`config.mk`:
```
export PLATFORM = sky130hd
export DESIGN_NAME = db_target_emu
export DESIGN_NICKNAME = d
export VERILOG_FILES = /design/src/rtl/db_pkg.sv /design/src/rtl/db_mem_model.sv /design/src/rtl/db_target_emu.sv
export SDC_FILE = /design/constraint.sdc
export NUM_CORES = 2
export LEC_CHECK = 0
export BUFFER_PORTS_ARGS = -buffer_cell sky130_fd_sc_hd__buf_2
export CELL_PAD_IN_SITES_DETAIL_PLACEMENT = 0
export CELL_PAD_IN_SITES_GLOBAL_PLACEMENT = 1
export CORE_AREA = 10 10 610 612
export DETAILED_ROUTE_END_ITERATION = 10
export DIE_AREA = 0 0 620 622
export PLACE_DENSITY = 0.61
export SYNTH_ARGS = -nofsm -noshare
export SYNTH_HDL_FRONTEND = slang
export SYNTH_SLANG_ARGS = --single-unit
export TNS_END_PERCENT = 20
```
`constraint.sdc`:
```
create_clock -name clk -period 7.65 [get_ports clk]
set_clock_uncertainty 0.2 [all_clocks]
set_input_delay 1.1475 -clock clk [delete_from_list [all_inputs] [get_ports clk]]
set_output_delay 1.1475 -clock clk [all_outputs]
set_load 0.01 [all_outputs]
```
`src/rtl/db_pkg.sv`:
```
// Shared types for the debug-target emulator: command codes, FSM states,
// the busy read-back pattern and the strobe priority encoder.
package db_pkg;

  typedef enum logic [2:0] {
    CMD_NONE   = 3'd0,
    CMD_PAUSE  = 3'd1,
    CMD_RESUME = 3'd2,
    CMD_RESET  = 3'd3,
    CMD_REG_RD = 3'd4,
    CMD_REG_WR = 3'd5,
    CMD_MEM_RD = 3'd6,
    CMD_MEM_WR = 3'd7
  } cmd_t;

  typedef enum logic {
    ST_IDLE = 1'b0,
    ST_BUSY = 1'b1
  } state_t;

  localparam logic [31:0] D_RD_BUSY = 32'hFFFF_FFFF;

  // strobes = {pause, resume, reset, reg_rd, reg_wr, mem_rd, mem_wr}
  function automatic cmd_t cmd_select(input logic [6:0] strobes);
    cmd_t c;
    c = CMD_NONE;
    if (strobes[6])      c = CMD_PAUSE;
    else if (strobes[5]) c = CMD_RESUME;
    else if (strobes[4]) c = CMD_RESET;
    else if (strobes[3]) c = CMD_REG_RD;
    else if (strobes[2]) c = CMD_REG_WR;
    else if (strobes[1]) c = CMD_MEM_RD;
    else if (strobes[0]) c = CMD_MEM_WR;
    return c;
  endfunction

endpackage

```
`src/rtl/db_mem_model.sv`:
```
// Byte-lane target memory: four 8-bit banks, synchronous per-lane write,
// combinational masked read and an in-range flag for the word index.
module db_mem_model
  import db_pkg::*;
#(
  parameter int MEM_SIZE_WORDS = 64
) (
  input  logic        clk,
  input  logic        we,
  input  logic [3:0]  be,
  input  logic [29:0] word_idx,
  input  logic [31:0] wdata,
  output logic [31:0] rdata,
  output logic        in_range
);

  localparam int AW = (MEM_SIZE_WORDS > 1) ? $clog2(MEM_SIZE_WORDS) : 1;

  logic [AW-1:0] idx;

  assign in_range = {2'b00, word_idx} < 32'(MEM_SIZE_WORDS);
  assign idx      = word_idx[AW-1:0];

  for (genvar gi = 0; gi < 4; gi++) begin : g_lane
    logic [7:0] bank [MEM_SIZE_WORDS];

    always_ff @(posedge clk) begin
      if (we && be[gi]) begin
        bank[idx] <= wdata[8*gi +: 8];
      end
    end

    // Unselected lanes read as zero; selected lanes stay in place.
    assign rdata[8*gi +: 8] = be[gi] ? bank[idx] : 8'h00;
  end

endmodule

```
`src/rtl/db_target_emu.sv`:
```
// Debug-target emulator: command FSM with programmable busy latency, register
// file, byte-lane memory and a free-running PC with pause/resume/reset.
module db_target_emu
  import db_pkg::*;
#(
  parameter int MEM_SIZE_WORDS = 64,
  parameter int NUM_REGS       = 32,
  parameter int BUSY_CYCLES    = 16,
  parameter int PC_STEP_CYCLES = 5000000,
  parameter int PC_STEP        = 4
) (
  input  logic        clk,
  input  logic        rst_n,
  input  logic        valid,
  input  logic        pause,
  input  logic        resume,
  input  logic        reset,
  input  logic        reg_rd,
  input  logic        reg_wr,
  input  logic        mem_rd,
  input  logic        mem_wr,
  input  logic [3:0]  mem_be,
  input  logic [31:0] addr,
  input  logic [31:0] d_in,
  output logic [31:0] d_rd,
  output logic        busy,
  output logic        error,
  output logic [31:0] pc,
  output logic        paused,
  output logic [15:0] led
);

  localparam int RW = (NUM_REGS > 1) ? $clog2(NUM_REGS) : 1;

  state_t      state_q, state_d;
  cmd_t        last_cmd_q, last_cmd_d, cmd;
  logic [31:0] busy_cnt_q, busy_cnt_d;
  logic [31:0] step_cnt_q, step_cnt_d;
  logic [31:0] pc_q, pc_d;
  logic [31:0] d_rd_q, d_rd_d;
  logic        error_q, error_d;
  logic        paused_q, paused_d;
  logic        seen_q, seen_d;

  logic          accept, step_due, reg_in_range, reg_we, mem_we, mem_in_range;
  logic [31:0]   mem_rdata, reg_rdata;
  logic [RW-1:0] reg_idx;
  logic [31:0]   regs [NUM_REGS];

  assign cmd          = cmd_select({pause, resume, reset, reg_rd, reg_wr, mem_rd, mem_wr});
  assign accept       = valid && (state_q == ST_IDLE);
  assign step_due     = !paused_q && (step_cnt_q == 32'(PC_STEP_CYCLES - 1));
  assign reg_idx      = addr[RW-1:0];
  assign reg_in_range = addr < 32'(NUM_REGS);
  assign reg_rdata    = (reg_in_range && addr != 32'd0) ? regs[reg_idx] : 32'd0;
  assign reg_we       = accept && (cmd == CMD_REG_WR) && reg_in_range && (addr != 32'd0);
  assign mem_we       = accept && (cmd == CMD_MEM_WR) && mem_in_range;

  db_mem_model #(
    .MEM_SIZE_WORDS(MEM_SIZE_WORDS)
  ) u_mem (
    .clk      (clk),
    .we       (mem_we),
    .be       (mem_be),
    .word_idx (addr[31:2]),
    .wdata    (d_in),
    .rdata    (mem_rdata),
    .in_range (mem_in_range)
  );

  always_ff @(posedge clk) begin
    if (reg_we) begin
      regs[reg_idx] <= d_in;
    end
  end

  always_comb begin
    state_d    = state_q;
    busy_cnt_d = busy_cnt_q;
    step_cnt_d = step_cnt_q;
    pc_d       = pc_q;
    paused_d   = paused_q;
    d_rd_d     = d_rd_q;
    error_d    = error_q;
    last_cmd_d = last_cmd_q;
    seen_d     = seen_q;

    if (state_q == ST_BUSY) begin
      if (busy_cnt_q == 32'd1) begin
        state_d    = ST_IDLE;
        busy_cnt_d = 32'd0;
      end else begin
        busy_cnt_d = busy_cnt_q - 32'd1;
      end
    end

    if (!paused_q) begin
      if (step_due) begin
        step_cnt_d = 32'd0;
        pc_d       = pc_q + 32'(PC_STEP);
      end else begin
        step_cnt_d = step_cnt_q + 32'd1;
      end
    end

    // Every effect of a command commits on its accept edge.
    if (accept) begin
      state_d    = ST_BUSY;
      busy_cnt_d = 32'(BUSY_CYCLES);
      last_cmd_d = cmd;
      seen_d     = 1'b1;
      d_rd_d     = 32'd0;
      error_d    = 1'b0;
      case (cmd)
        CMD_PAUSE: begin
          paused_d   = 1'b1;
          pc_d       = pc_q;
          step_cnt_d = step_cnt_q;
        end
        CMD_RESUME: paused_d = 1'b0;
        CMD_RESET: begin
          pc_d       = 32'd0;
          step_cnt_d = 32'd0;
        end
        CMD_REG_RD: begin
          d_rd_d  = reg_rdata;
          error_d = !reg_in_range;
        end
        CMD_REG_WR: error_d = !reg_in_range;
        CMD_MEM_RD: begin
          d_rd_d  = mem_in_range ? mem_rdata : 32'd0;
          error_d = !mem_in_range;
        end
        CMD_MEM_WR: error_d = !mem_in_range;
        default: ;
      endcase
    end
  end

  always_ff @(posedge clk or negedge rst_n) begin
    if (!rst_n) begin
      state_q    <= ST_IDLE;
      busy_cnt_q <= 32'd0;
      step_cnt_q <= 32'd0;
      pc_q       <= 32'd0;
      paused_q   <= 1'b0;
      d_rd_q     <= 32'd0;
      error_q    <= 1'b0;
      last_cmd_q <= CMD_NONE;
      seen_q     <= 1'b0;
    end else begin
      state_q    <= state_d;
      busy_cnt_q <= busy_cnt_d;
      step_cnt_q <= step_cnt_d;
      pc_q       <= pc_d;
      paused_q   <= paused_d;
      d_rd_q     <= d_rd_d;
      error_q    <= error_d;
      last_cmd_q <= last_cmd_d;
      seen_q     <= seen_d;
    end
  end

  assign busy   = valid | (state_q != ST_IDLE);
  assign d_rd   = busy ? D_RD_BUSY : d_rd_q;
  assign error  = error_q;
  assign pc     = pc_q;
  assign paused = paused_q;
  assign led    = {busy, pc_q[5:2], 6'd0, 1'b0, last_cmd_q, seen_q};

endmodule

```
==> key figures <==
Global route
  – Grt ovf: 0
  – Tot GR Track Use: 21.5%
  – Vias in the first global route: 70571
  – Initial antenna violation count: 42
  – First-pass GRT wire length: 590000 um
  – Pin count of the biggest net entering global routing: 92

Placed design
  – DP HPWL: 270000 um
  – IO Port Bufs: 151
  – GP Congestion: 0.870
  – Placed cells: 11657

Hold path
  – Hold endpoint: seen_q
  – Hold crit path type: flip-flop to flip-flop
  – Hold Path Depth: 1
  – Hold_sp: seen_q

Floorplan
  – Initial Util: 34.7%
  – Row count: 221
  – Die area: 386000 um^2
  – Ports: 161
  – Core box area: 361000 um^2
  – Chip height: 622 um
  – Die Wd: 620 um

CTS
  – CTS root buf: clkbuf_16
  – Clock slew seen by the registers of the worst setup and hold paths: 0.06 ns
  – CTS tree: built
  – CTS H-tree lvls: 5
  – CTS sink cnt: 3205
  – Clk Latency, worst-skew pair: 0.94 ns
  – CTS buffer count: 334
  – Clock Path Buffers: 4

Synth
  – Async SR Flop Fraction: 4.15%
  – Sequential share of the synthesized area: 76.3%
  – Simple-gate area share of the yosys netlist: 3.91%
  – Mapped Area: 125000 um^2
  – Syn avg cell area: 18.1 um^2
  – Top FF cell, synth: edfxtp_1
  – Post-synthesis register bit count: 3205
  – Main combinational cell family by area after synthesis: multiplexers
  – Mux contribution to synthesized area: 11.5%
  – Syn Inst Count: 6919
  – Yosys Warn Count: 0
  – Post-synthesis cell type count: 80
  – Number of synthesized flops with an enable pin: 3072
  – Post-Synth Adder-Cell Area: 0.0400%
  – Complex-gate fraction of the synthesized area: 6.45%
  – Xor and xnor fraction of the mapped netlist area: 0.252%

Critical path
  – Crit-path max cell delay: 1.19 ns
  – Crit-path cells: buf_8 > buf_4 > nand2b_1 > buf_4 > o22ai_1 > a221oi_1 > a21oi_1 > or4_1 > nor3_1 > o21ai_0
  – Worst path bufs/invs: 3
  – Reg2reg setup slack: 3.29 ns
  – Start of the worst register-to-register path: state_q
  – CP endpoint kind: flip-flop
  – Data arrival, critical path: 5.98 ns
  – Setup crit start kind: input pin
  – Crit Path Class: input pin to flip-flop
  – Reg-to-Reg End: regs[1][2]
  – Reg2reg path depth: 6
  – Crit-path most repeated cell: buf_4
  – Worst Setup SP: addr[2]
  – Worst Path Required: 8.19 ns
  – CP Max Fanout: 53
  – Slowest-stage cell, CP: nand2b_1
  – Crit path max-delay family: simple AND/OR/NAND/NOR gates

Pwr
  – Reg power frac: 51.9%
  – Pwr Density: 259 nW/um^2
  – Internal power: 28.7 mW
  – Switching power: 8.41 mW
  – Comb pwr share: 5.4%
  – Leak pwr: 45.2 nW
  – Clock share of power: 42.7%
  – Max VDD drop: 194 uV
  – Total Power: 37.1 mW
  – Sw Ratio: 22.7%

Timing
  – Relative slew slack: -2.37%
  – Fin. max-slew vios: 11
  – FMAX: 184 MHz
  – RSZ-0062 raised after global routing: no
  – Crit path time final: 5.44 ns
  – Final hold violations: 0
  – Part of the cycle the worst path needs: 71.1%
  – Worst Tran Pin Value: 1.53 ns
  – Final number of setup-violating endpoints: 0
  – Post-Route Setup TNS: 0 ns

Drt
  – Total Wirelength: 430000 um
  – DRC viols: 0
  – Via/cell ratio: 5.86
  – Pre-antenna DRT Iters: 6
  – Antenna viol nets, final: 0
  – Avg WL per Cell: 35.0 um
  – Iteration-0 DRC Markers: 10583
  – Via count: 71944

Finish
  – # fillers: 32604
  – Layout Cells excl Fill: 12287
  – Final nets: 7284
  – Share of cells above drive strength 1: 20.1%
  – Synthesis-to-finish area growth: 14.4%

Run status
  – Failing checks: max-capacitance violations, max-slew violations
  – Outcome: finished with violations

Job
  – Max-cap viol count: 2
==> registers in the layout (all words and copies together), names as in the netlist <==
name	flops
d_rd_q	32
last_cmd_q	3
error	1
step_cnt_q	32
state_q	1
u_mem.g_lane.bank	2048
busy_cnt_q	32
seen_q	1
paused	1
regs	1024
pc	30
==> per-layer routing <==
| metal | track usage (%) | wire length [um] | vias up |
|---|---|---|---|
| li1 | - | - | 28708 |
| met1 | 29.1 | 170000 | 38241 |
| met2 | 33.6 | 198000 | 4099 |
| met3 | 4.82 | 41400 | 860 |
| met4 | 8.74 | 20400 | 36 |
| met5 | 0 | 226 | - |
==> cell usage after synthesis, drive strengths merged, types with 27 or more instances <==
master / count / share of area, %
mux2: 185 / 1.7
nor2: 472 / 1.4
a21oi: 206 / 0.82
a22o: 27 / 0.19
a221oi: 153 / 1.1
nand2: 335 / 1.0
dfrtp: 133 / 2.7
nor4: 30 / 0.16
clkbuf: 272 / 0.82
a221o: 54 / 0.43
a211oi: 29 / 0.17
nor3: 40 / 0.16
or3: 47 / 0.24
a31oi: 41 / 0.20
nand3: 65 / 0.27
mux2i: 337 / 2.7
buf: 184 / 0.65
a22oi: 109 / 0.65
edfxtp: 3072 / 74
mux4: 396 / 7.1
o22ai: 175 / 0.87
o21ai: 210 / 0.84
==> power by group through the flow <==
stage | registers (mW) | logic (mW) | clock network [mW]
after global placement | 19.6 | 1.96 | 0
after CTS | 19.3 | 1.98 | 16.0
after detailed placement | 19.6 | 1.97 | 0
final | 19.3 | 2.00 | 15.8
after global routing | 19.3 | 2.05 | 16.7
after floorplan | 19.6 | 0.882 | 0
==> stage by stage <==
step | setup WS [ns] | utilization (%) | hold WS, ns | cell area (um^2)
after floorplan | 2.73 | - | 0.236 | 125000
after global placement | 0.805 | 36.8 | 0.246 | 133000
after detailed placement | 1.31 | 36.8 | 0.247 | 133000
after CTS | 2.30 | 39.7 | 0.265 | 143000
after global routing | 2.00 | 39.7 | 0.291 | 143000
final | 2.21 | 39.7 | 0.262 | 143000
==> cell type report <==
| cell class | count | area, um^2 | area share (%) |
|---|---|---|---|
| sequential | 3205 | 95600 | 66.7 |
| timing repair buffer | 363 | 2740 | 1.92 |
| tap | 4794 | 6000 | 4.19 |
| inverter | 18 | 85.1 | 0.0594 |
| clock buffer | 430 | 8950 | 6.25 |
| antenna | 16 | 40.0 | 0.0280 |
| clock inverter | 181 | 1500 | 1.05 |
| multi-input combinational | 3280 | 28300 | 19.8 |
==> timing repair <==
action                    CTS  global route
hold buffers                1             0
resized for setup           0             0
hold endpoints to repair    4             0
buffers inserted            0             0
==> worst max path at each step <==
| stage | endpoint | slack [ns] | cells past startpoint |
|---|---|---|---|
| after floorplan | regs[23][0] | 2.73 | 8 |
| after global placement | d_rd_q[4] | 0.81 | 10 |
| after detailed placement | regs[1][15] | 1.31 | 7 |
| after CTS | regs[1][27] | 2.30 | 7 |
| after global routing | d_rd_q[5] | 2.00 | 10 |
| final | d_rd_q[5] | 2.21 | 10 |
==> kinds of logic after synthesis <==
group	Yosys count
AO/OA/AOI/OAI	1174
XOR/XNOR	36
adder cells (fa/ha/maj)	4
buffers and inverters	474
flip-flops	3205
multiplexers	918
other	1
AND/OR/NAND/NOR	1107
==> cell usage in the layout (no fill, tap or decap), drive strengths merged, types with 19 or more instances in the layout <==
| master | instances |
|---|---|
| and3 | 19 |
| a22o | 27 |
| o22ai | 175 |
| clkinv | 136 |
| clkbuf | 430 |
| o21ai | 210 |
| nor4 | 30 |
| a221o | 54 |
| o2bb2ai | 20 |
| nand3 | 65 |
| dfrtp | 133 |
| nor2 | 472 |
| a22oi | 109 |
| conb | 41 |
| mux4 | 396 |
| nand2 | 335 |
| a21oi | 206 |
| buf | 362 |
| a221oi | 153 |
| nor3 | 40 |
| edfxtp | 3072 |
| a211oi | 29 |
| o221ai | 24 |
| xor2 | 20 |
| inv | 34 |
| or3 | 47 |
| mux2 | 185 |
| mux2i | 337 |
| a31oi | 41 |
Note: power is estimated with default switching activity, not from simulation.
